===== config.mk =====
export PLATFORM = sky130hd
export DESIGN_NAME = pipe_stage_skid
export DESIGN_NICKNAME = d
export VERILOG_FILES = /design/src/rtl/pipe_stage_skid.sv
export SDC_FILE = /design/constraint.sdc
export NUM_CORES = 1
export LEC_CHECK = 0
export BUFFER_PORTS_ARGS = -buffer_cell sky130_fd_sc_hd__buf_2
export CORE_MARGIN = 4
export CORE_UTILIZATION = 31
export CTS_BUF_LIST = sky130_fd_sc_hd__clkbuf_16
export CTS_CLUSTER_DIAMETER = 60
export DETAILED_ROUTE_END_ITERATION = 16
export GPL_ROUTABILITY_DRIVEN = 0
export HOLD_SLACK_MARGIN = 0.03
export MAX_ROUTING_LAYER = met4
export PLACE_DENSITY_LB_ADDON = 0.15
export SYNTH_ARGS = -nofsm -noshare
export SYNTH_HDL_FRONTEND = slang
export SYNTH_SLANG_ARGS = --single-unit

===== constraint.sdc =====
create_clock -name clk -period 3.4 [get_ports clk]
set_input_delay 0.68 -clock clk [delete_from_list [all_inputs] [get_ports clk]]
set_output_delay 0.68 -clock clk [all_outputs]
set_load 0.01 [all_outputs]

===== src/rtl/pipe_stage_skid.sv =====
// rtl/pipe_stage_skid.sv - inter-stage pipeline register with 2-entry skid buffer, flush/req kill and perf counters
module pipe_stage_skid #(
    parameter int                DATA_W   = 256,
    parameter int                PC_W     = 32,
    parameter logic [PC_W-1:0]   EXC_VEC  = 32'h0000_4180,
    parameter logic [PC_W-1:0]   FLUSH_PC = 32'h0000_0000,
    parameter int                CNT_W    = 16
) (
    input  logic              clk,
    input  logic              reset,
    input  logic              in_valid,
    output logic              in_ready,
    input  logic [PC_W-1:0]   in_pc,
    input  logic [DATA_W-1:0] in_data,
    input  logic              flush,
    input  logic              req,
    output logic              out_valid,
    input  logic              out_ready,
    output logic [PC_W-1:0]   out_pc,
    output logic [DATA_W-1:0] out_data,
    output logic [CNT_W-1:0]  stall_cnt,
    output logic [CNT_W-1:0]  drop_cnt
);

    typedef enum logic [1:0] {
        EMPTY = 2'd0,
        ONE   = 2'd1,
        FULL  = 2'd2
    } state_t;

    state_t              state_q;
    logic [PC_W-1:0]     skid_pc;
    logic [DATA_W-1:0]   skid_data;

    logic                in_fire;
    logic                out_fire;
    logic                kill;
    logic                stall_hit;
    logic [1:0]          drop_amt;
    logic [CNT_W:0]      drop_sum;
    logic [CNT_W-1:0]    drop_sat;
    logic [CNT_W-1:0]    stall_sat;

    // Handshake flags come only from registered state, so no comb path out_ready/flush/req -> in_ready
    assign in_ready  = (state_q != FULL);
    assign out_valid = (state_q != EMPTY);

    // Transfer qualifiers and saturating counter increments
    always_comb begin
        in_fire   = in_valid && in_ready;
        out_fire  = out_valid && out_ready;
        kill      = req || flush;
        stall_hit = out_valid && !out_ready;
        drop_amt  = 2'd0;
        case (state_q)
            ONE:     drop_amt = 2'd1;
            FULL:    drop_amt = 2'd2;
            default: drop_amt = 2'd0;
        endcase
        drop_sum  = {1'b0, drop_cnt} + (CNT_W+1)'(drop_amt);
        drop_sat  = drop_sum[CNT_W] ? {CNT_W{1'b1}} : drop_sum[CNT_W-1:0];
        stall_sat = (&stall_cnt) ? stall_cnt : stall_cnt + 1'b1;
    end

    // Occupancy state machine with main (output) and skid registers; req beats flush beats transfer
    always_ff @(posedge clk or negedge reset) begin
        if (!reset) begin
            state_q   <= EMPTY;
            out_pc    <= '0;
            out_data  <= '0;
            skid_pc   <= '0;
            skid_data <= '0;
        end else if (kill) begin
            // Upstream is killed in the same cycle, so an in_fire here is simply dropped
            state_q   <= EMPTY;
            out_pc    <= req ? EXC_VEC : FLUSH_PC;
            out_data  <= '0;
            skid_pc   <= '0;
            skid_data <= '0;
        end else begin
            case (state_q)
                EMPTY: begin
                    if (in_fire) begin
                        state_q  <= ONE;
                        out_pc   <= in_pc;
                        out_data <= in_data;
                    end
                end
                ONE: begin
                    if (in_fire && out_fire) begin
                        out_pc   <= in_pc;
                        out_data <= in_data;
                    end else if (out_fire) begin
                        // Keep last payload visible; out_valid drop marks it stale
                        state_q <= EMPTY;
                    end else if (in_fire) begin
                        state_q   <= FULL;
                        skid_pc   <= in_pc;
                        skid_data <= in_data;
                    end
                end
                FULL: begin
                    if (out_fire) begin
                        state_q  <= ONE;
                        out_pc   <= skid_pc;
                        out_data <= skid_data;
                    end
                end
                default: state_q <= EMPTY;
            endcase
        end
    end

    // Saturating perf counters; stalls are sampled before any kill on the same edge
    always_ff @(posedge clk or negedge reset) begin
        if (!reset) begin
            stall_cnt <= '0;
            drop_cnt  <= '0;
        end else begin
            if (stall_hit) begin
                stall_cnt <= stall_sat;
            end
            if (kill) begin
                drop_cnt <= drop_sat;
            end
        end
    end

endmodule


# Word level (Yosys, flattened, before mapping)
# Index checks and enable logic that the tools add are counted.
# op_classes
addsub	2
n_eq_ne	10
muxes	28
bitwise	1
n_reduce_logical	16
# op_table
operator	n
$mux 256	8
$pmux 256 s3	1
$mux 32	8
$pmux 32 s3	1
$add 16x2->17	1
$add 16x1->16 const B	1
$mux 16	1
$reduce_and 16->1	1
$mux 15	1
$mux 2	6
$ne 3x3->1 const B	4
$reduce_and 4->1	3
$pmux 2 s3	1
$reduce_bool 2->1	3
$logic_and 1x1->1	4
$ne 2x2->1 const B	2
$ne 4x4->1 const B	1
$pmux 2 s2	1
$reduce_bool 4->1	1
$eq 2x1->1 const B	1
$eq 2x2->1 const B	1
$logic_not 2->1	1
$ne 2x1->1 const B	1
$reduce_and 2->1	1
3 further kinds	3
# word_totals
reg_bits	610
input_bits	294
elab_cells	64

# Longest topological paths before layout
# Gate-level depths: netlist of the first run.
# depth
ltp_word	7
ltp_mapped	8
depth_no_buf	6

# Worst setup path after synthesis of the first run
# OpenSTA, ideal clock, no wires.
# synth_timing
path_type	register to register
from	reg state_q[1]
to	reg drop_cnt[14]
setup_ns	0.125
arrival_ns	2.306
required_time_ns	3.275
setup_slack_ns	0.970
stages_incl_launch_ff	9
period_less_slack_ns	2.430
path_cell_list	dfrtp_1 nor2b_1 buf_4 buf_1 xnor2_1 ha_1 o211ai_1 nor3_1 mux2_2
# synth_between
elab_chain_len	4
# synth_rtl
element	line_no	rtl
start, declared	31	state_t state_q;
start signal, assigned	68	state_q <= EMPTY;
start signal, assigned	75	state_q <= EMPTY;
start signal, assigned	84	state_q <= ONE;
$eq 2x2->1 / $eq 2x1->1 (equally long branches)	55	case (state_q)
$pmux 2 s2 (*)	55	
$add 16x2->17 (*)	60	drop_sum = {1'b0, drop_cnt} + (CNT_W+1)'(drop_amt);
$mux 16 (*)	61	drop_sat = drop_sum[CNT_W] ? {CNT_W{1'b1}} : drop_sum[CNT_W-1:0];
end signal, assigned	124	drop_cnt <= drop_sat;
end, declared	22	output logic [CNT_W-1:0] drop_cnt
# Mark *: on every way between the ends. The rest lies on a longest branch, timed or not.
# A chain may end at the register's enable or synchronous reset.

# Final worst setup path of the first run
# layout_timing
from	reg state_q[1]
to	out in_ready
# layout_between
elab_chain_len	1
# layout_rtl
element	line_no	rtl
$ne 2x2->1	45	assign in_ready = (state_q != FULL);
end, declared	12	output logic in_ready,
# No other way between the ends.

==> impl_metrics.env, run 1 <==
export IMPL_async_reset_ff_share_pct=100
export IMPL_via_per_inst=4.81
export IMPL_wl_per_cell_microns=19.3
export IMPL_path_clk_slew_ps=60
export IMPL_cts_tree="yes"
export IMPL_worstSetupPathType="flop to output pin"
export IMPL_synth_yosys_warnings=0
export IMPL_end_kind="output pin"
export IMPL_min_path_type="primary input to asynchronous set/reset pin"
export IMPL_grt_max_degree=171
export IMPL_layout_drive_gt1_share_pct=24.4
export IMPL_setup_tns_ps=0
export IMPL_synth_cell_type_count=44
export IMPL_drv_slew=0
export IMPL_vdd_ir_drop_max_uv=502
export IMPL_final_area_sq_mm=0.0339
export IMPL_io_buffers=615
export IMPL_relSlewSlack_pct=36.8
export IMPL_multi_input_area_sq_mm=0.0108
export IMPL_clkLatencyLatePin_ps=600
export IMPL_powerDensity_mw_per_mm2=510
export IMPL_cp_num_buf_inv=2
export IMPL_initial_core_util_pct=31.5
export IMPL_fmax_ghz=0.377
export IMPL_synth_edf_count=0
export IMPL_path_delay_family="buffers and inverters"
export IMPL_regArea_sq_mm=0.0153
export IMPL_syn_area_per_cell_sq_um=9.91
export IMPL_synth_net_count=3019
export IMPL_path_cells="nor2b_4 > inv_8 > buf_2"
export IMPL_clockRootBuffer="clkbuf_16"
export IMPL_grt_first_pass_wirelength_mm=132
export IMPL_finClkSkew_ps=15.8
export IMPL_rrSetupSlack_ps=1120
export IMPL_dpl_cell_count=4326
export IMPL_fin_crit_sh_pct=78.0
export IMPL_die_x_microns=303
export IMPL_startpoint_type="flop"
export IMPL_fillers=8694
export IMPL_finalSetupViolations=0
export IMPL_dr_pass1_iters=7
export IMPL_clk_path_buf_depth=3
export IMPL_arrival_ps=1970
export IMPL_finalNetCount=3556
export IMPL_crit_fanout=49
export IMPL_synth_ff_type="dfrtp_1"
export IMPL_fin_cells=4475
export IMPL_core_area_sq_mm=0.0857
export IMPL_post_place_ws_ps=721
export IMPL_hpwl_mm=58.3
export IMPL_place_area_sq_mm=0.0314
export IMPL_crit_required_ps=2720
export IMPL_first_iter_violations=1444
export IMPL_groute_usage_overall_pct=18.8
export IMPL_clkSinkCount=610
export IMPL_hold_viol_final=0
export IMPL_die_h_microns=303
export IMPL_gr_total_overflow=0
export IMPL_drtAntennaViolNets=0
export IMPL_cts_hold_buf=0
export IMPL_post_cts_resized=0
export IMPL_post_cts_buffers=0
export IMPL_fin_util_pct=39.5
export IMPL_finalCriticalPeriod_ps=2650
export IMPL_synthCells=2722
export IMPL_outcome="finished, final reports clean"
export IMPL_placementRows=107
export IMPL_netlist_area_sq_mm=0.0270
export IMPL_tightestPinTransition_ps=949
export IMPL_setup_slack_ps=750
export IMPL_worst_path_max_delay_cell="dfrtp_1"
export IMPL_cap_violations=0
export IMPL_drc_errors=0
export IMPL_leakagePower_uw=0.0171
export IMPL_ys_seq_area_share_pct=56.6
export IMPL_dieArea_sq_mm=0.0918
export IMPL_synth_seq_cells=610
export IMPL_vias=21500
export IMPL_rsz0062_at_grt="no"
export IMPL_htreeDepth=3
export IMPL_io_pin_count=616
export IMPL_area_delta_synth_final_pct=25.6
export IMPL_routed_wl_mm=86.2
export IMPL_antenna_found_initial=13
export IMPL_grt_pass1_vias=21200
export IMPL_worst_path_largest_cell_delay_ps=460
export IMPL_cts_buffers=75
cell usage after synthesis (2+ instances only):
master | instances | area share [%]
a21oi_1 | 296 | 5.5
and2_1 | 4 | 0.093
and3_1 | 4 | 0.093
and4_1 | 7 | 0.23
buf_1 | 6 | 0.084
buf_2 | 84 | 1.6
clkbuf_1 | 135 | 1.9
dfrtp_1 | 610 | 57
ha_1 | 3 | 0.14
inv_1 | 4 | 0.056
mux2_2 | 3 | 0.13
mux2i_1 | 285 | 11
nand2_1 | 878 | 12
nand2b_1 | 8 | 0.19
nand3_1 | 18 | 0.33
nand4_1 | 5 | 0.12
nor2_1 | 9 | 0.13
nor2b_1 | 5 | 0.12
nor3_1 | 6 | 0.11
nor4_1 | 2 | 0.046
o211ai_1 | 5 | 0.14
o21a_1 | 3 | 0.084
o21ai_0 | 7 | 0.13
o21ba_2 | 2 | 0.074
o31a_1 | 4 | 0.13
o31ai_1 | 289 | 8.0
or2_2 | 3 | 0.070
or3_1 | 4 | 0.093
or4_1 | 5 | 0.14
xnor2_1 | 10 | 0.32
xor2_1 | 5 | 0.16
power by group:
| group | switching, uW | internal [uW] | leakage [uW] |
|---|---|---|---|
| clock | 3300 | 4670 | 0.00121 |
| sequential | 202 | 7510 | 0.00834 |
| combinational | 1020 | 585 | 0.00759 |
worst paths after layout:
kind | from | endpoint | cells after the start
worst max-delay path | state_q[1] | in_ready | 3
worst min-delay path | reset | out_pc[25] | 1
worst max register to register | state_q[1] | drop_cnt[14] | 6
worst min register to register | out_data[63] | out_data[63] | 2
max in group asynchronous | reset | skid_data[54] | 2
min in group clk | in_data[169] | skid_data[169] | 3
registers in the layout, summed over array words and instances (netlist names):
name       flops
out_data     256
skid_data    256
out_pc        32
skid_pc       32
drop_cnt      16
stall_cnt     16
state_q        2
final cells by class:
type	count	area share, %
Sequential cell	610	45.1
Multi-Input combinational cell	1880	31.7
Timing Repair Buffer	687	11.6
Clock buffer	77	5.69
Tap cell	1144	4.23
Clock inverter	59	1.50
Antenna cell	13	0.0960
Inverter	5	0.0776
per-layer routing:
metal  routed length, microns  up-vias  GRT usage, %
li1                         -    10500             -
met1                    36500    10400          23.7
met2                    41900      545          30.1
met3                     5240      132          4.23
met4                     2530        0          6.13
met5                        0        -             -
cells in the final DEF (no fill, tap or decap), types with 9 or more instances in the layout:
cell type,instances
buf_4,48
buf_2,614
nand2_1,878
clkbuf_16,77
dfrtp_1,610
diode_2,13
clkinv_1,19
inv_1,11
xnor2_1,10
clkinv_2,12
o31ai_1,289
mux2i_1,285
nor2_1,9
a21oi_1,296
nand3_1,18
buf_12,24
kinds of logic (layout without fill, tap and decap cells):
kind of cell	Yosys count	in the layout	share of synthesized area (%)
other cells	0	13	0
compound gates	613	613	14.3
flops	610	610	56.6
buf+inv	232	828	3.66
mux	288	288	10.7
fa+ha+maj	4	4	0.181
simple gates	960	960	14.0
xor+xnor	15	15	0.487
through the flow:
| stage | hold slack, ps | power, uW |
|---|---|---|
| 2_1_floorplan | 384 | 8500 |
| 3_3_place_gp | 455 | 9480 |
| 3_5_place_dp | 460 | 9480 |
| 4_1_cts | 89.7 | 17600 |
| 5_1_grt | 109 | 18100 |
| 6_report | 105 | 17300 |
(Power assumes the default switching activity.)
==> inputs of run 2 (changes only) <==
Clock period 3.4 ns to 2.67 ns, I/O delays scaled along.
==> run 2 against run 1 <==
Net effect: sequential power rose by 27%; flip-flop and latch count did not move; setup slack got worse by 640 ps; critical endpoint unchanged; final area rose by 1.4%; total power rose by 26%; critical path depth rose by 1; first-iteration DRC count fell by 8.6%; non-clock buffer count rose by 33; worst hold slack improved by 57 ps; wire length rose by 0.40%.
==> impl_metrics.env, run 2 (synthesis gave the netlist of run 1 again) <==
export IMPL_setup_tns_ps=0
export IMPL_outcome="finished, final reports clean"
export IMPL_finalNetCount=3592
export IMPL_clk_path_buf_depth=3
export IMPL_grt_max_degree=137
export IMPL_rsz0062_at_grt="no"
export IMPL_rr_startpoint="state_q[1]"
export IMPL_finClkSkew_ps=22.1
export IMPL_crit_required_ps=2140
export IMPL_fillers=8680
export IMPL_routed_wl_mm=86.5
export IMPL_clkSinkCount=610
export IMPL_layout_drive_gt1_share_pct=25.0
export IMPL_gr_total_overflow=0
export IMPL_crit_fanout=34
export IMPL_tightestPinTransition_ps=686
export IMPL_first_iter_violations=1320
export IMPL_dr_pass1_iters=7
export IMPL_initial_core_util_pct=31.5
export IMPL_multi_input_area_sq_mm=0.0108
export IMPL_die_x_microns=303
export IMPL_hpwl_mm=60.2
export IMPL_relSlewSlack_pct=54.2
export IMPL_io_pin_count=616
export IMPL_reg_largest_list="out_data (256), skid_data (256)"
export IMPL_leakagePower_uw=0.0174
export IMPL_hold_viol_final=0
export IMPL_cts_buffers=78
export IMPL_clkLatencyLatePin_ps=610
export IMPL_min_delay_path_depth=3
export IMPL_holdPathEnd="skid_data[70]"
export IMPL_post_cts_buffers=0
export IMPL_final_area_sq_mm=0.0344
export IMPL_finalCriticalPeriod_ps=2560
export IMPL_core_area_sq_mm=0.0857
export IMPL_drtAntennaViolNets=0
export IMPL_antenna_found_initial=11
export IMPL_io_buffers=615
export IMPL_fmax_ghz=0.391
export IMPL_min_from="in_data[70]"
export IMPL_cap_violations=0
export IMPL_final_cell_mix="nand2_1, buf_2, dfrtp_1"
export IMPL_grt_first_pass_wirelength_mm=133
export IMPL_dieArea_sq_mm=0.0918
export IMPL_die_h_microns=303
export IMPL_path_clk_slew_ps=50
export IMPL_rrSetupSlack_ps=520
export IMPL_fin_crit_sh_pct=95.9
export IMPL_drv_slew=0
export IMPL_vdd_ir_drop_max_uv=475
export IMPL_drc_errors=0
export IMPL_area_delta_synth_final_pct=27.4
export IMPL_arrival_ps=2030
export IMPL_finalSetupViolations=0
export IMPL_fin_util_pct=40.1
export IMPL_clockRootBuffer="clkbuf_16"
export IMPL_grt_pass1_vias=21700
export IMPL_via_per_inst=4.81
export IMPL_r2r_end="drop_cnt[14]"
export IMPL_vias=21700
export IMPL_min_path_type="primary input to flop"
export IMPL_startpoint_type="flop"
export IMPL_groute_usage_overall_pct=18.9
export IMPL_final_common_cell="nand2_1"
export IMPL_reg2reg_depth=7
export IMPL_regArea_sq_mm=0.0153
export IMPL_end_kind="output pin"
export IMPL_worstSetupPathType="flop to output pin"
export IMPL_place_area_sq_mm=0.0319
export IMPL_placementRows=107
export IMPL_cts_tree="yes"
export IMPL_htreeDepth=3
export IMPL_powerDensity_mw_per_mm2=635
export IMPL_wl_per_cell_microns=19.2
run 2: cell count changes in the layout (fill, tap and decap cells not counted), sizes merged:
| cell | delta |
|---|---|
| buf | +32 |
| bufinv | -4 |
| clkbuf | +3 |
| clkinv | -8 |
| clkinvlp | -5 |
| diode | -2 |
| dlygate4sd3 | +1 |
| inv | +12 |
run 2: per-layer routing:
metal,track usage (%),wire length (microns),share of wire (%),vias to the layer above
met5,-,0,0,-
met4,5.66,2400,2.8,0
met3,4.22,5010,5.8,147
met2,31.1,42500,49,495
met1,23.5,36600,42,10500
li1,-,-,-,10600
run 2: worst max path at each step:
stage               slack, ps  startpoint           end  cells past startpoint
floorplan                 240  state_q[1]  drop_cnt[14]                      8
global placement          460   out_ready     out_pc[8]                      7
detailed placement        440   out_ready     out_pc[8]                      7
CTS                        40  state_q[1]      in_ready                      4
global route               10  state_q[1]      in_ready                      4
finish                    110  state_q[1]      in_ready                      4
run 2: critical path: stages, from the launching register on:
cell and delay [ps]:
dfrtp_1 450, nor2b_4 200, inv_8 240, buf_12 300, buf_2 200
run 2: repair_timing:
item | in CTS | in global routing
resized for setup | 0 | 0
endpoints found under the hold margin | 35 | 0
hold buffers | 1 | 0
run 2: layout make-up:
class | instances | area share, %
Timing Repair Buffer | 720 | 13.0
Clock buffer | 80 | 5.83
Multi-Input combinational cell | 1880 | 31.3
Tap cell | 1144 | 4.17
Antenna cell | 11 | 0.0801
Inverter | 5 | 0.0765
Sequential cell | 610 | 44.4
Clock inverter | 54 | 1.16
run 2: metrics by stage:
| step | hold slack, ps | power (uW) | std cells | worst slack (ps) |
|---|---|---|---|---|
| after floorplan | 238 | 10800 | 2722 | 240 |
| after global placement | 455 | 12100 | 4358 | 460 |
| after detailed placement | 461 | 12100 | 4358 | 436 |
| after CTS | 107 | 22200 | 4493 | 39.5 |
| after global routing | 127 | 22800 | 4504 | 12.5 |
| final | 162 | 21800 | 4504 | 109 |
run 2: power by group:
part | internal, uW | switching [uW] | total (uW)
Clock | 5740 | 4160 | 9890
Sequential | 9560 | 252 | 9810
Combinational | 791 | 1320 | 2110
Total | 16100 | 5730 | 21800
==> inputs of run 3 (changes only) <==
Settings changed: CORE_ASPECT_RATIO set to 0.6.
==> run 3 against run 2 <==
Net effect: die area rose by 0.17%; clock-buffer cell count fell by 11; via count rose by 3.9%; sequential share of layout area rose by 0.77 points; final area fell by 1.7%; clock power fell by 11%; highest routed layer unchanged.
==> impl_metrics.env, run 3 (synthesis gave the netlist of run 1 again) <==
export IMPL_clk_path_buf_depth=3
export IMPL_path_clk_slew_ps=60
export IMPL_die_x_microns=389
export IMPL_grt_max_degree=133
export IMPL_dr_pass1_iters=8
export IMPL_area_delta_synth_final_pct=25.2
export IMPL_startpoint_type="flop"
export IMPL_cts_buffers=67
export IMPL_gr_total_overflow=0
export IMPL_place_area_sq_mm=0.0317
export IMPL_reg2reg_depth=7
export IMPL_clkLatencyLatePin_ps=620
export IMPL_die_h_microns=236
export IMPL_path_cells="nor2b_4 > inv_8 > buf_12 > buf_2"
export IMPL_finalNetCount=3559
export IMPL_arrival_ps=2000
export IMPL_crit_fanout=33
export IMPL_antenna_found_initial=11
export IMPL_tightestPinTransition_ps=680
export IMPL_via_per_inst=5.04
export IMPL_outcome="finished, final reports clean"
export IMPL_worst_path_max_delay_cell="dfrtp_1"
export IMPL_grt_first_pass_wirelength_mm=141
export IMPL_fin_crit_sh_pct=94.9
export IMPL_worstSetupPathType="flop to output pin"
export IMPL_hold_viol_final=0
export IMPL_setup_tns_ps=0
export IMPL_layout_drive_gt1_share_pct=24.0
export IMPL_rsz0062_at_grt="no"
export IMPL_relSlewSlack_pct=54.6
export IMPL_core_area_sq_mm=0.0859
export IMPL_drtAntennaViolNets=0
export IMPL_leakagePower_uw=0.0171
export IMPL_initial_core_util_pct=31.4
export IMPL_end_kind="output pin"
export IMPL_worst_path_largest_cell_delay_ps=460
export IMPL_finalCriticalPeriod_ps=2530
export IMPL_crit_end="in_ready"
export IMPL_hpwl_mm=63.5
export IMPL_r2r_end="out_pc[28]"
export IMPL_rr_startpoint="state_q[1]"
export IMPL_htreeDepth=3
export IMPL_reg_largest_list="out_data (256), skid_data (256)"
export IMPL_clockRootBuffer="clkbuf_16"
export IMPL_cts_tree="yes"
export IMPL_first_iter_violations=1679
export IMPL_whs_ps=162
export IMPL_vias=22500
export IMPL_final_area_sq_mm=0.0338
export IMPL_fmax_ghz=0.394
export IMPL_post_cts_resized=0
export IMPL_wl_per_cell_microns=20.5
export IMPL_crit_start="state_q[1]"
export IMPL_routed_wl_mm=91.8
export IMPL_clkSinkCount=610
export IMPL_drv_slew=0
export IMPL_placementRows=83
export IMPL_power_uw=20700
export IMPL_grt_pass1_vias=22200
export IMPL_io_pin_count=616
export IMPL_fin_util_pct=39.3
export IMPL_crit_required_ps=2140
export IMPL_vdd_ir_drop_max_uv=330
export IMPL_dieArea_sq_mm=0.0919
export IMPL_min_path_type="primary input to flop"
export IMPL_io_buffers=615
export IMPL_fillers=8529
export IMPL_final_cell_mix="nand2_1, buf_2, dfrtp_1"
export IMPL_cap_violations=0
export IMPL_final_common_cell="nand2_1"
export IMPL_rrSetupSlack_ps=440
export IMPL_groute_usage_overall_pct=20.1
export IMPL_finClkSkew_ps=18.3
export IMPL_finalSetupViolations=0
export IMPL_drc_errors=0
export IMPL_powerDensity_mw_per_mm2=613
## run 3: cell count changes in the layout (fill, tap and decap cells not counted), moves of 2 or more
cell | previous run | this run
clkinv_4 | 3 | 0
inv_6 | 4 | 6
buf_4 | 58 | 38
buf_12 | 46 | 44
clkinv_2 | 8 | 5
clkinv_1 | 12 | 15
clkinv_8 | 2 | 0
clkbuf_16 | 80 | 69
## run 3: routing by layer
| layer | vias to the layer above | global-route usage (%) | share of wire [%] |
|---|---|---|---|
| li1 | 10500 | - | - |
| met1 | 11300 | 27.8 | 46 |
| met2 | 550 | 30.4 | 47 |
| met3 | 140 | 3.43 | 4.2 |
| met4 | 0 | 6.13 | 2.9 |
| met5 | - | - | 0 |
## run 3: where the power goes
group          total [uW]  leakage, uW  switching (uW)  internal, uW
Clock                8760      0.00105            3880          4880
Sequential           9810      0.00834             251          9550
Combinational        2130      0.00774            1340           783
## run 3: through the flow
step | setup slack [ps] | cells
after CTS | 30.7 | 4456
final | 135 | 4468
after detailed placement | 269 | 4338
after floorplan | 240 | 2722
after global routing | 2.80 | 4467
after global placement | 340 | 4338
## run 3: how the worst min path moves through the flow
stage	cells after the start	from	slack, ps	to
3_5_place_dp	1	reset	460	out_data[209]
3_3_place_gp	1	reset	450	out_data[209]
6_report	3	in_data[93]	160	skid_data[93]
4_1_cts	3	in_data[54]	90	skid_data[54]
5_1_grt	3	in_data[46]	110	skid_data[46]
2_1_floorplan	0	reset	240	drop_cnt[0]
## run 3: area by class of cell
type | count | area (sq um) | share of cell area, %
clock inverters | 48 | 277 | 0.819
well taps | 1147 | 1440 | 4.25
diodes | 11 | 27.5 | 0.0815
inverters | 5 | 26.3 | 0.0778
clock buffers | 69 | 1730 | 5.11
flip-flops and latches | 610 | 15300 | 45.2
multi-input cells | 1880 | 10800 | 31.8
repair buffers | 698 | 4260 | 12.6
## run 3: worst max-delay path: cells and delay by family, from the launching register on
kind / cells / cell delay, ps
simple gates: 1 / 190
flops: 1 / 460
buf+inv: 3 / 680
## run 3: what timing repair did
item                                    4_1_cts  5_1_grt
hold buffers                                  1        0
hold endpoints to repair                     26        0
buffers inserted                              0        1
endpoints found under the setup margin        0        1
